## src/rtl/frac_lutk_arith_cfg_tile_if.sv

```systemverilog
// Pin bundle for the fractured LUT tile: serial configuration chain, LUT datapath and load status.
interface frac_lutk_arith_cfg_tile_if #(
   parameter int LUT_K = 4
);
   logic             config_enable;
   logic             ccff_head;
   logic             ccff_tail;
   logic [LUT_K-1:0] frac_lut_in;
   logic             frac_lut_cin;
   logic [1:0]       frac_lut_half_out;
   logic             frac_lut_out;
   logic             frac_lut_cout;
   logic             cfg_valid;
   logic             cfg_error;

   modport master (
      output config_enable, ccff_head, frac_lut_in, frac_lut_cin,
      input  ccff_tail, frac_lut_half_out, frac_lut_out, frac_lut_cout, cfg_valid, cfg_error
   );

   modport slave (
      input  config_enable, ccff_head, frac_lut_in, frac_lut_cin,
      output ccff_tail, frac_lut_half_out, frac_lut_out, frac_lut_cout, cfg_valid, cfg_error
   );
endinterface

```

## src/rtl/frac_lutk_arith_cfg_tile.sv

```systemverilog
// Fracturable K-LUT with arithmetic mode, loaded through a parity-checked shadow scan chain
// that only commits to the live configuration after a complete, even-parity load.
module frac_lutk_arith_cfg_tile #(
   parameter int LUT_K = 4
) (
   input logic                       prog_clk,
   input logic                       pReset,
   frac_lutk_arith_cfg_tile_if.slave bus
);
   localparam int TT_BITS   = 1 << LUT_K;
   localparam int CHAIN_LEN = TT_BITS + 3;
   localparam int CNT_W     = $clog2(CHAIN_LEN + 2);
   localparam logic [CNT_W-1:0] CNT_FULL = CNT_W'(CHAIN_LEN);
   localparam logic [CNT_W-1:0] CNT_SAT  = CNT_W'(CHAIN_LEN + 1);

   typedef enum logic [1:0] {
      IDLE,
      SHIFT,
      CHECK
   } state_t;

   state_t               state;
   logic [CHAIN_LEN-1:0] shadow;
   logic [CHAIN_LEN-2:0] active;
   logic [CNT_W-1:0]     bit_cnt;
   logic                 cfg_valid_q;
   logic                 cfg_error_q;

   // The shadow chain is shifted freely; the live configuration only changes on a clean check.
   always_ff @(posedge prog_clk or posedge pReset) begin
      if (pReset) begin
         state       <= IDLE;
         shadow      <= '0;
         active      <= '0;
         bit_cnt     <= '0;
         cfg_valid_q <= 1'b0;
         cfg_error_q <= 1'b0;
      end else begin
         case (state)
            IDLE: begin
               if (bus.config_enable) begin
                  shadow      <= {shadow[CHAIN_LEN-2:0], bus.ccff_head};
                  bit_cnt     <= CNT_W'(1);
                  cfg_valid_q <= 1'b0;
                  cfg_error_q <= 1'b0;
                  state       <= SHIFT;
               end
            end
            SHIFT: begin
               if (bus.config_enable) begin
                  shadow <= {shadow[CHAIN_LEN-2:0], bus.ccff_head};
                  if (bit_cnt != CNT_SAT) begin
                     bit_cnt <= bit_cnt + CNT_W'(1);
                  end
               end else begin
                  state <= CHECK;
               end
            end
            CHECK: begin
               state <= IDLE;
               if ((bit_cnt == CNT_FULL) && !(^shadow)) begin
                  active      <= shadow[CHAIN_LEN-2:0];
                  cfg_valid_q <= 1'b1;
               end else begin
                  cfg_error_q <= 1'b1;
               end
            end
            default: state <= IDLE;
         endcase
      end
   end

   logic [TT_BITS-1:0] truth;
   logic [1:0]         mode;
   logic [LUT_K-2:0]   idx;
   logic               half0;
   logic               half1;
   logic               arith;

   assign truth = active[TT_BITS-1:0];
   assign mode  = active[TT_BITS+1:TT_BITS];
   assign idx   = bus.frac_lut_in[LUT_K-2:0];
   assign half0 = truth[{1'b0, idx}];
   assign half1 = truth[{1'b1, idx}];
   assign arith = (mode == 2'b10);

   // In arith mode the lower half is the propagate term and the upper half the generate term.
   assign bus.frac_lut_half_out = {half1, half0};
   assign bus.frac_lut_out      = arith ? (half0 ^ bus.frac_lut_cin)
                                        : (bus.frac_lut_in[LUT_K-1] ? half1 : half0);
   assign bus.frac_lut_cout     = arith ? (half0 ? bus.frac_lut_cin : half1) : 1'b0;

   assign bus.ccff_tail = shadow[CHAIN_LEN-1];
   assign bus.cfg_valid = cfg_valid_q;
   assign bus.cfg_error = cfg_error_q;
endmodule

```

## src/flat_wrapper.sv

```systemverilog
// flat-port wrapper written by rule: the top's interface ports become plain ports
module frac_lutk_arith_cfg_tile_flat 
#(
   parameter int LUT_K = 4
)
  (prog_clk, pReset, bus_config_enable, bus_ccff_head, bus_frac_lut_in, bus_frac_lut_cin, bus_ccff_tail, bus_frac_lut_half_out, bus_frac_lut_out, bus_frac_lut_cout, bus_cfg_valid, bus_cfg_error);
  frac_lutk_arith_cfg_tile_if #(.LUT_K(LUT_K)) bus_i ();
  input logic prog_clk;
  input logic pReset;
  input wire logic [$bits(bus_i.config_enable)-1:0] bus_config_enable;
  input wire logic [$bits(bus_i.ccff_head)-1:0] bus_ccff_head;
  input wire logic [$bits(bus_i.frac_lut_in)-1:0] bus_frac_lut_in;
  input wire logic [$bits(bus_i.frac_lut_cin)-1:0] bus_frac_lut_cin;
  output wire logic [$bits(bus_i.ccff_tail)-1:0] bus_ccff_tail;
  output wire logic [$bits(bus_i.frac_lut_half_out)-1:0] bus_frac_lut_half_out;
  output wire logic [$bits(bus_i.frac_lut_out)-1:0] bus_frac_lut_out;
  output wire logic [$bits(bus_i.frac_lut_cout)-1:0] bus_frac_lut_cout;
  output wire logic [$bits(bus_i.cfg_valid)-1:0] bus_cfg_valid;
  output wire logic [$bits(bus_i.cfg_error)-1:0] bus_cfg_error;
  assign bus_i.config_enable = bus_config_enable;
  assign bus_i.ccff_head = bus_ccff_head;
  assign bus_i.frac_lut_in = bus_frac_lut_in;
  assign bus_i.frac_lut_cin = bus_frac_lut_cin;
  assign bus_ccff_tail = bus_i.ccff_tail;
  assign bus_frac_lut_half_out = bus_i.frac_lut_half_out;
  assign bus_frac_lut_out = bus_i.frac_lut_out;
  assign bus_frac_lut_cout = bus_i.frac_lut_cout;
  assign bus_cfg_valid = bus_i.cfg_valid;
  assign bus_cfg_error = bus_i.cfg_error;
  frac_lutk_arith_cfg_tile #(.LUT_K(LUT_K)) u_core (.prog_clk(prog_clk), .pReset(pReset), .bus(bus_i));
endmodule
```

## config.mk

```make
export PLATFORM = sky130hd
export DESIGN_NAME = frac_lutk_arith_cfg_tile_flat
export DESIGN_NICKNAME = d
export VERILOG_FILES = /design/src/rtl/frac_lutk_arith_cfg_tile_if.sv /design/src/rtl/frac_lutk_arith_cfg_tile.sv /design/src/flat_wrapper.sv
export SDC_FILE = /design/constraint.sdc
export NUM_CORES = 1
export LEC_CHECK = 0
export ABC_AREA = 1
export BUFFER_PORTS_ARGS = -buffer_cell sky130_fd_sc_hd__buf_4
export CAP_MARGIN = 25
export CORE_ASPECT_RATIO = 1.75
export CORE_MARGIN = 2
export CORE_UTILIZATION = 50
export CTS_CLUSTER_DIAMETER = 120
export DETAILED_ROUTE_END_ITERATION = 12
export PLACE_DENSITY = 0.76
export REMOVE_ABC_BUFFERS = 1
export SYNTH_ARGS = -nofsm -noshare
export SYNTH_HDL_FRONTEND = slang
export SYNTH_SLANG_ARGS = --single-unit
```

## constraint.sdc

```tcl
create_clock -name prog_clk -period 4.65 [get_ports prog_clk]
set_input_delay 0.465 -clock prog_clk [delete_from_list [all_inputs] [get_ports prog_clk]]
set_output_delay 0.465 -clock prog_clk [all_outputs]
set_load 0.005 [all_outputs]
```

==> results.cfg <==
[floorplanning]
die_width_um = 57.59
ios = 16
fp.coreArea_um2 = 4892
die-area_um2 = 5630
fp.dieH_um = 97.77
rows = 34
start_util_pct = 51.36

[critical_path]
cp-startpoint = u_core.state[1]
cp.required_ns = 4.86
r2r_start = u_core.state[1]
cpPeakStageDelay_ns = 0.57
crit_top_cell = inv_1
cp_max_fo = 37
path_cells = inv_1 -> nand2_1 -> inv_1 -> o21ai_0 -> inv_1 -> nand3_1 -> o21ai_0 -> nor3b_1
cp-start-kind = flop
cp_top_family = simple AND/OR/NAND/NOR gates
path_buf_inv = 3
arrival_ns = 2.56
crit_slowest_cell = nand2_1
cp-end-kind = flop
criticalPathCategory = reg -> reg

[power_and_ir_drop]
power_frac_comb_pct = 34.5
power_density_nw_per_um2 = 439.9
sw_frac_of_total_pct = 38.44
clkPwrFrac_pct = 24.7
p_int_w = 0.0007526
p_leak_nw = 1.471
p_switching_w = 0.0004698
power_frac_seq_pct = 40.8
irDropWorstVdd_mv = 0.2973

[yosys]
synth-compound-area-share_pct = 9.014
syn_area_um2 = 2512
yosysSeqAreaShare_pct = 45.82
synth_top_family_by_area = simple AND/OR/NAND/NOR gates
ys_ff_latch = 46
synthMuxAreaShare_pct = 0.8466
synth_cells = 348
synth_top_area_share_pct = 45.82
synth.distinct_cells = 28
synth_top_cell_by_area = dfrtp_1
synth_fa_ha_area_share_pct = 0.9960
yosys.area_share.simple_pct = 34.86
synth-xor-area-share_pct = 0.6972
yosysWarnings = 0
synthTopCellsByArea = dfrtp_1, nand2_1, o21ai_0
synth.avg_cell_area_um2 = 7.220

[grt]
grt_first_pass_wirelength_um = 8873
grt.overflow.total = 0
grt.total_usage_pct = 19.77
antenna_found_initial = 0
grt_pass1_vias = 2103
grt_max_degree = 47

[clock_tree]
clk_path_buf_depth = 2
cts_buffers = 5
clock_latency_ns = 0.30
clkSinkCount = 46
ctsHoldBuffers = 0
cts.repair.resized = 0
cts_setup_buffers = 0
htreeDepth = 2
root_buffer = clkbuf_8
path_clk_slew_ns = 0.08
tritoncts = yes

[timing]
drv_slew = 0
tns_ns = 0
fin_crit_sh_pct = 50.35
rsz0062_at_grt = no
hold_violations = 0
clock.fmax_mhz = 427.1
tightest_slew_ns = 1.010
setup_violations = 0
fin_crit_ns = 2.341
fin_ws_ns = 2.309
slew_headroom_pct = 32.49
skew_ns = 0.004987

[routing]
wl_per_cell_um = 12.15
dr.pass1.iters = 4
drt_iter0_drc = 63
avgViaCountPerCell = 5.284
vias = 2193
wl_um = 5043
postRouteAntennaNets = 0
remaining_drc_errors = 0

[layout]
finalNonFillerCells = 415
post-route-util_pct = 56.80
final_cell_mix = nand2_1, dfrtp_1, o21ai_0
areaGrowthSynthToFinish_pct = 10.61
layout-drive-gt1-share_pct = 9.695
fillers = 439
final_common_cell = nand2_1
finalNetCount = 372
insertedDiodeCount = 0

[hold_path]
holdCritPathClass = in -> async

[placed_design]
portBuffers = 15
hpwl_um = 3652
dpl.cell_count = 407
gp_congestion = 0.8140
place_ws_ns = 2.213

[outcome]
run_status = complete, no violations

[job]
drv_cap = 0
-- state kept, by name, indices dropped and copies added, names as in the netlist --
| signal | cells |
|---|---|
| u_core.bus.cfg_valid | 1 |
| u_core.active | 18 |
| u_core.state | 2 |
| u_core.bus.cfg_error | 1 |
| u_core.bit_cnt | 5 |
| u_core.shadow | 19 |
-- layout make-up --
type,count,area [um^2],share of cell area [%]
clock buffers,6,82.58,2.972
clock inverters,1,30.03,1.081
inverters,34,127.6,4.593
multi-input cells,256,1172,42.19
flip-flops and latches,46,1151,41.42
well taps,54,67.56,2.431
repair buffers,18,147.6,5.313
-- kinds of logic after synthesis --
kind of cell    count (synthesis)
flops                          46
simple gates                  207
compound gates                 43
fa+ha+maj                       2
mux                             2
buf+inv                        46
xor+xnor                        2
-- layer usage --
layer / vias to the layer above / GRT usage, % / wire [um] / part of all wire, %
li1: 1138 / - / - / -
met1: 1019 / 21.58 / 2099 / 42
met2: 32 / 36.28 / 2712 / 54
met3: 4 / 3.576 / 173 / 3.4
met4: 0 / 7.871 / 58 / 1.2
met5: - / 0 / 0 / 0
-- power groups by stage --
stage,clock network [W],registers [W],logic (W)
after detailed placement,0,0.000505,0.000420
after CTS,0.000309,0.000497,0.000426
after global placement,0,0.000504,0.000404
final,0.000302,0.000499,0.000422
after global routing,0.000323,0.000506,0.000488
after floorplan,0,0.000491,0.000332
-- stage by stage --
stage	hold WS, ns	cell area (um^2)	total power (W)
final	0.02610	2779	0.001222
after detailed placement	0.4542	2646	0.0009254
after global routing	0.02006	2779	0.001317
after CTS	0.3072	2759	0.001232
after global placement	0.4482	2646	0.0009082
after floorplan	0.4367	2445	0.0008229
-- cell usage after synthesis --
library cell  number
nand3_4            1
buf_4              3
nand2_2            3
xor2_1             1
a21oi_1            1
nor4_1             1
o21bai_1           1
inv_1             32
mux2_2             1
nor3_1             2
mux2i_1            1
buf_2              3
nand3_1            8
o211ai_1           2
nand4_1           19
clkbuf_1           5
o21ai_0           37
buf_6              1
nor3b_1            2
o21a_1             1
ha_1               2
nor2_1            17
xnor2_1            1
nand2_1          153
nand2_4            1
o22ai_1            1
dfrtp_1           46
inv_2              2
-- final timing paths --
| path | endpoint | slack (ns) | cells after the start |
|---|---|---|---|
| setup / recovery | u_core.bit_cnt[4] | 2.31 | 8 |
| hold reg to reg | u_core.active[14] | 0.47 | 2 |
| max in group asynchronous | u_core.shadow[10] | 4.20 | 3 |
| hold / removal | u_core.active[1] | 0.03 | 2 |
| setup reg to reg | u_core.bit_cnt[4] | 2.31 | 8 |
| min in group prog_clk | u_core.state[1] | 0.31 | 2 |
Power figures use the tool's default switching activity.
